**src/rtl/decoder_select_arbiter.sv**
```systemverilog
// Arbiter and grant timer in front of a 2-to-4 active-low decoder: picks one of four requesters,
// holds its enable window, then forces a blanking gap. Define ARB_FIXED_PRIO_EN for fixed priority.
module decoder_select_arbiter #(
  parameter int HOLD_CYCLES = 4,
  parameter int GAP_CYCLES  = 1,
  parameter int CNT_W       = 8
) (
  input  logic       clk,
  input  logic       rst,
  input  logic [3:0] req,
  output logic [1:0] sel,
  output logic       en_n,
  output logic       busy,
  output logic       done
);

  if (HOLD_CYCLES < 1 || HOLD_CYCLES > 255) begin : g_bad_hold
    $error("decoder_select_arbiter: HOLD_CYCLES must be in 1..255");
  end
  if (GAP_CYCLES < 1 || GAP_CYCLES > 255) begin : g_bad_gap
    $error("decoder_select_arbiter: GAP_CYCLES must be in 1..255");
  end
  if (CNT_W < 1 || CNT_W > 31 || (HOLD_CYCLES - 1) >= (1 << CNT_W) ||
      (GAP_CYCLES - 1) >= (1 << CNT_W)) begin : g_bad_cnt
    $error("decoder_select_arbiter: CNT_W too narrow for HOLD_CYCLES/GAP_CYCLES");
  end

  localparam logic [CNT_W-1:0] HOLD_LOAD = CNT_W'(HOLD_CYCLES - 1);
  localparam logic [CNT_W-1:0] GAP_LOAD  = CNT_W'(GAP_CYCLES - 1);
  localparam logic [CNT_W-1:0] CNT_ONE   = CNT_W'(1);
  localparam logic [CNT_W-1:0] CNT_ZERO  = '0;

  typedef enum logic [1:0] {
    ST_IDLE  = 2'd0,
    ST_GRANT = 2'd1,
    ST_GAP   = 2'd2
  } state_t;

  state_t           state_q;
  logic [CNT_W-1:0] cnt_q;
  logic [1:0]       sel_q;
  logic             en_n_q;
  logic             busy_q;
  logic             done_q;
  logic [1:0]       pick_d;

`ifdef ARB_FIXED_PRIO_EN
  function automatic logic [1:0] pick_fixed(input logic [3:0] r);
    logic [1:0] res;
    res = 2'd0;
    for (int k = 3; k >= 0; k--) begin
      if (r[k]) res = 2'(k);
    end
    return res;
  endfunction

  always_comb begin
    pick_d = pick_fixed(req);
  end
`else
  logic [1:0] last_q;

  // Search order starts just after the last granted index and wraps back to it.
  function automatic logic [1:0] pick_rr(input logic [3:0] r, input logic [1:0] last);
    logic [1:0] idx;
    logic [1:0] res;
    logic       found;
    res   = last;
    found = 1'b0;
    for (int k = 1; k <= 4; k++) begin
      idx = last + 2'(k);
      if (!found && r[idx]) begin
        res   = idx;
        found = 1'b1;
      end
    end
    return res;
  endfunction

  always_comb begin
    pick_d = pick_rr(req, last_q);
  end
`endif

  always_ff @(posedge clk) begin
    if (rst) begin
      state_q <= ST_IDLE;
      cnt_q   <= CNT_ZERO;
      sel_q   <= 2'd0;
      en_n_q  <= 1'b1;
      busy_q  <= 1'b0;
      done_q  <= 1'b0;
`ifndef ARB_FIXED_PRIO_EN
      last_q  <= 2'd3;
`endif
    end else begin
      done_q <= 1'b0;
      unique case (state_q)
        ST_IDLE: begin
          if (req != 4'b0000) begin
            state_q <= ST_GRANT;
            sel_q   <= pick_d;
            en_n_q  <= 1'b0;
            busy_q  <= 1'b1;
            cnt_q   <= HOLD_LOAD;
          end
        end
        ST_GRANT: begin
          // sel is frozen for the whole window; req is deliberately ignored here.
          if (cnt_q == CNT_ZERO) begin
            state_q <= ST_GAP;
            en_n_q  <= 1'b1;
            done_q  <= 1'b1;
            cnt_q   <= GAP_LOAD;
`ifndef ARB_FIXED_PRIO_EN
            last_q  <= sel_q;
`endif
          end else begin
            cnt_q <= cnt_q - CNT_ONE;
          end
        end
        ST_GAP: begin
          if (cnt_q == CNT_ZERO) begin
            state_q <= ST_IDLE;
            busy_q  <= 1'b0;
          end else begin
            cnt_q <= cnt_q - CNT_ONE;
          end
        end
        default: begin
          state_q <= ST_IDLE;
          en_n_q  <= 1'b1;
          busy_q  <= 1'b0;
        end
      endcase
    end
  end

  assign sel  = sel_q;
  assign en_n = en_n_q;
  assign busy = busy_q;
  assign done = done_q;

endmodule

```
**config.mk**
```make
export PLATFORM = sky130hd
export DESIGN_NAME = decoder_select_arbiter
export DESIGN_NICKNAME = d
export VERILOG_FILES = /design/src/rtl/decoder_select_arbiter.sv
export SDC_FILE = /design/constraint.sdc
export NUM_CORES = 1
export LEC_CHECK = 0
export ABC_AREA = 1
export CELL_PAD_IN_SITES_DETAIL_PLACEMENT = 0
export CELL_PAD_IN_SITES_GLOBAL_PLACEMENT = 2
export CORE_UTILIZATION = 31
export DETAILED_ROUTE_END_ITERATION = 10
export GPL_TIMING_DRIVEN = 0
export PLACE_DENSITY = 0.87
export SYNTH_ARGS = -nofsm -noshare
export SYNTH_HDL_FRONTEND = slang
export SYNTH_SLANG_ARGS = --single-unit
```
**constraint.sdc**
```tcl
create_clock -name clk -period 2 [get_ports clk]
set_input_delay 0.4 -clock clk [delete_from_list [all_inputs] [get_ports clk]]
set_output_delay 0.4 -clock clk [all_outputs]
set_load 0.01 [all_outputs]
```
# Word level (Yosys, flattened, before mapping)
# Index checks and enable logic that the tools add are counted.
dict set report classes {
  addsub 4
  n_mul 0
  n_div 0
  magnitude_cmp 4
  n_eq_ne 6
  n_shift 0
  muxes 30
  bitwise 2
  reduce_logical 17
}
# operator count
set ops {}
lappend ops {{8-bit 2-to-1 mux} 3}
lappend ops {{8-bit one-hot mux with 3 select lines} 1}
lappend ops {{2-bit 2-to-1 mux} 7}
lappend ops {{2-bit by 3-bit less-than comparator with 1-bit output (second input constant)} 4}
lappend ops {{1-bit 2-to-1 mux} 12}
lappend ops {{3-bit AND reduction} 4}
lappend ops {{1-bit binary-select mux with 2-bit select} 4}
lappend ops {{8-bit zero test} 1}
lappend ops {{2-bit inequality test (second input constant)} 4}
lappend ops {{8-bit by 1-bit subtractor with 8-bit output (second input constant)} 1}
lappend ops {{1-bit one-hot mux with 3 select lines} 2}
lappend ops {{2-bit one-hot mux with 3 select lines} 1}
lappend ops {{2-bit adder (second input constant)} 2}
lappend ops {{2-bit AND reduction} 2}
lappend ops {{4-bit nonzero test} 1}
lappend ops {{1-bit logical AND} 3}
lappend ops {{1-bit zero test} 3}
lappend ops {{3-bit nonzero test} 1}
lappend ops {{2-bit by 1-bit adder with 2-bit output (second input constant)} 1}
lappend ops {{2-bit by 1-bit == test with 1-bit output (second input constant)} 1}
lappend ops {{2-bit == test (second input constant)} 1}
lappend ops {{2-bit zero test} 1}
lappend ops {{1-bit inverter} 2}
lappend ops {{2-bit OR reduction} 1}
dict set report totals {
  ff_bits 17
  latchBits 0
  mem_bits_rw 0
  mem_bits_ro 0
  in_bits 6
  output_inout_bits 5
  n_memories 0
}

# Longest topological paths before layout
dict set report depth {
  ltp_word 13
  mapped_depth 13
  ltp_nobuf 12
}

# Worst setup path before layout
# OpenSTA, ideal clock, no wires.
dict set report synth_path {
  kind {flip-flop to flip-flop}
  from {reg state_q[0]}
  to {reg cnt_q[6]}
  setup_ns 0.121
  arrival_ns 1.380
  setup_slack_ns 0.499
  path_stages_with_launch 9
  path_buffers 0
  period_less_slack_ns 1.501
  path_cell_list {dfxtp_1 -> inv_1 -> ha_1 -> nand4_2 -> nand2_4 -> a21oi_4 -> nand2_2 -> nor3_1 -> nor3_2}
}
dict set report synth_between {
  elab_chain_len 3
  word_cells_on_any_way 8
}
# item line_no
set synth_rtl {}
lappend synth_rtl {{start, declared} 39} ;# state_t state_q;
lappend synth_rtl {{start signal, assigned} 87} ;# state_q <= ST_IDLE;
lappend synth_rtl {{start signal, assigned} 101} ;# state_q <= ST_GRANT;
lappend synth_rtl {{start signal, assigned} 111} ;# state_q <= ST_GAP;
lappend synth_rtl {{2-bit == test, or another cell as far along} 98} ;# unique case (state_q)
lappend synth_rtl {{2-bit inequality test (no line) or 3-bit nonzero test (tied branches)} n/a}
lappend synth_rtl {{3-bit AND reduction (no line)} n/a}
lappend synth_rtl {{end signal, assigned} 119} ;# cnt_q <= cnt_q - CNT_ONE;
lappend synth_rtl {{end signal, assigned} 127} ;# cnt_q <= cnt_q - CNT_ONE;
lappend synth_rtl {{end, declared} 40} ;# logic [CNT_W-1:0] cnt_q;
# Parallel ways exist; a longest one is shown, timed or not.
# A chain may end at the register's enable or synchronous reset.

# Worst setup path in the final report
# Ends and elaborated chain as after synthesis.

==> results.cfg <==
[run_status]
status = completed

[cts]
post_cts_buffers = 0
max-clock-path-buffers = 2
htree_levels = 1
cts-root-buf = clkbuf_8
clk_pin_slew_ns = 0.07
clkLatencyLatePin_ns = 0.25
cts_made_buffers = 3
cts_tree = yes
cts_resized = 0
numClockSinks = 17
cts_hold_buf = 0

[global_route]
antenna_found_initial = 0
track_usage = 0.129
grt_max_degree = 11
grt_pass1_wl_mm = 4.13
grt-ovfl-total = 0
grt_pass1_vias = 964

[critical_path]
critPathKind = flop to flop
crit_fanout = 7
startpoint_type = flop
end_kind = flop
slowest_stage = dfxtp_1
cp.arrival_ns = 1.90
path_cells = inv_1, ha_1, nand4_2, nand2_4, a21oi_4, nand2_2, nor3_1, nor3_2
cp.required_ns = 2.14
cpPeakStageDelay_ns = 0.39

[place]
dpl_cell_area_um2 = 1310
finalWeightedCongestion = 0.801
port-buffer-count = 9
dp.final_hpwl_mm = 1.87

[synthesis]
yosysTopAreaCell = dfxtp_1
async_flop_share = 0
syn_inst = 167
ys_warn_count = 0
yosysSeqAreaShare = 0.293
synth_fa_ha_area_frac = 0.0646
muxShareOfSynthArea = 0
synth_cell_types = 30
ys_ff_latch = 17
synthXorXnorAreaFrac = 0.00753
synth_area_leaders = dfxtp_1, nand2_1, ha_1
synth-main-ff-cell = dfxtp_1
synth_top_family_by_area = simple AND/OR/NAND/NOR gates
netlist.area_leader.share = 0.293
synthesis.nets = 179
syn_area_per_cell_um2 = 6.96
syn-cell-area_um2 = 1160
synth_compound_gate_area_share = 0.125
synth-edff-count = 0
synth-simple-area-share = 0.424

[timing]
final.period_utilization = 0.881
worst_slew_pin_slew_ns = 0.262
setup_tns_ns = 0
rsz0062_at_grt = no
max_slew_margin = 0.825
setup_viol = 0
min_period_ns = 1.76
hold_violations = 0
drv_slew = 0
fmax_mhz = 568
fin_worst_skew_ns = 0.00750

[floorplanning]
die_width_um = 63.2
die_y_um = 63.2
start_util = 0.335
core_area_um2 = 3470
dieArea_um2 = 4000
num_rows = 21
ios = 11

[routing]
vias = 1035
dr.first_iter.drc_count = 32
drcViolationCount = 0
routed_via_density = 4.58
first_pass_iters = 4
wl_mm = 2.30
ant_nets = 0
wl_per_cell_um = 10.2

[final_layout]
final_core_util = 0.391
final_layout_size_suffix_gt1_frac = 0.178
nets = 193
synthToLayoutAreaGrowth_pct = 16.7
num_antenna_cells = 0
final_area_um2 = 1360

[job]
maxCapViolations = 0

[power]
ir_drop_v = 0.000730
power.density_nw_per_um2 = 1540
p_leak_nw = 0.625

[worst_hold_path]
hold_class = flop to flop
==> flip-flops by register name, summed over array words and instances (netlist names) <==
signal and count:
done 1, cnt_q 8, sel 2, busy 1
en_n 1, state_q 2, last_q 2
==> power by group <==
part,internal (mW),switching [mW]
Combinational,0.500,0.805
Clock,0.138,0.116
Sequential,0.449,0.0812
Total,1.09,1.00
==> cell usage in the layout (no fill, tap or decap) <==
cell and n:
a21oi_4 1, nor3_1 3, clkdlybuf4s50_1 9, buf_2 1, clkbuf_8 3, a31oi_1 2, nor2_1 14, nand2_2 4
a21oi_1 11, inv_1 17, nor3_2 2, nor3b_2 1, inv_2 3, o211ai_1 2, nand3_1 10, nor2_4 2
nand3_2 2, clkinv_2 1, dfxtp_1 17, nand4_1 2, nand4_2 1, o31ai_1 1, nand2_1 47, nor2_8 1
buf_6 1, nor2_2 5, ha_1 6, xor2_1 1, nand2_4 2, o21ai_2 1, o21ai_0 2, o21ai_1 4
inv_6 1
==> final timing paths <==
path | from | cells after the start | slack (ns) | endpoint
worst min register to register | busy | 2 | 0.45 | busy
worst min-delay path | busy | 2 | 0.45 | busy
worst max-delay path | state_q[0] | 8 | 0.24 | cnt_q[6]
worst max register to register | state_q[0] | 8 | 0.24 | cnt_q[6]
==> metal layers <==
metal | up-vias | share of wire | global-route usage
met5 | - | 0 | 0
met4 | 0 | 0.0096 | 0.0426
met3 | 2 | 0.043 | 0.0399
met1 | 450 | 0.53 | 0.168
met2 | 17 | 0.41 | 0.200
li1 | 566 | - | -
==> per-stage QoR <==
stage                     hold WS, ns  power (mW)  std cells  worst slack, ns
after floorplan                 0.467        1.57        167            0.499
after global placement          0.434        1.83        222           0.0238
after detailed placement        0.447        1.84        222        0.0000242
after CTS                       0.451        2.11        226            0.232
after global routing            0.468        2.31        226            0.123
final                           0.451        2.09        226            0.239
==> cell families (layout without fill, tap and decap cells) <==
group / Yosys count / in the layout
AO/OA/AOI/OAI: 24 / 24
flip-flops: 17 / 17
AND/OR/NAND/NOR: 96 / 96
adder cells (fa/ha/maj): 6 / 6
buffers and inverters: 23 / 36
XOR/XNOR: 1 / 1
==> worst max-delay path: cells and delay by family (launching register included) <==
kind / cells / cell delay (ns)
buf+inv: 1 / 0.08
simple gates: 5 / 0.67
fa+ha+maj: 1 / 0.28
compound gates: 1 / 0.22
flops: 1 / 0.39
==> cells in the mapped netlist (2+ instances only) <==
cell type   n
nand3_1    10
nand2_1    47
ha_1        6
nor2_4      2
o211ai_1    2
o21ai_1     4
inv_2       3
nor2_2      5
a21oi_1    11
o21ai_0     2
nand2_4     2
a31oi_1     2
nor2_1     14
nor3_1      3
dfxtp_1    17
inv_1      17
nor3_2      2
nand4_1     2
nand3_2     2
nand2_2     4
==> final cells by class <==
cell class	instances	area, um2
Fill cell	384	2110
Timing Repair Buffer	9	90.1
Clock buffer	3	41.3
Tap cell	46	57.6
Multi-Input combinational cell	127	722
Buffer	2	16.3
Clock inverter	1	5.00
Sequential cell	17	340
Inverter	21	83.8
(Power assumes the default switching activity.)
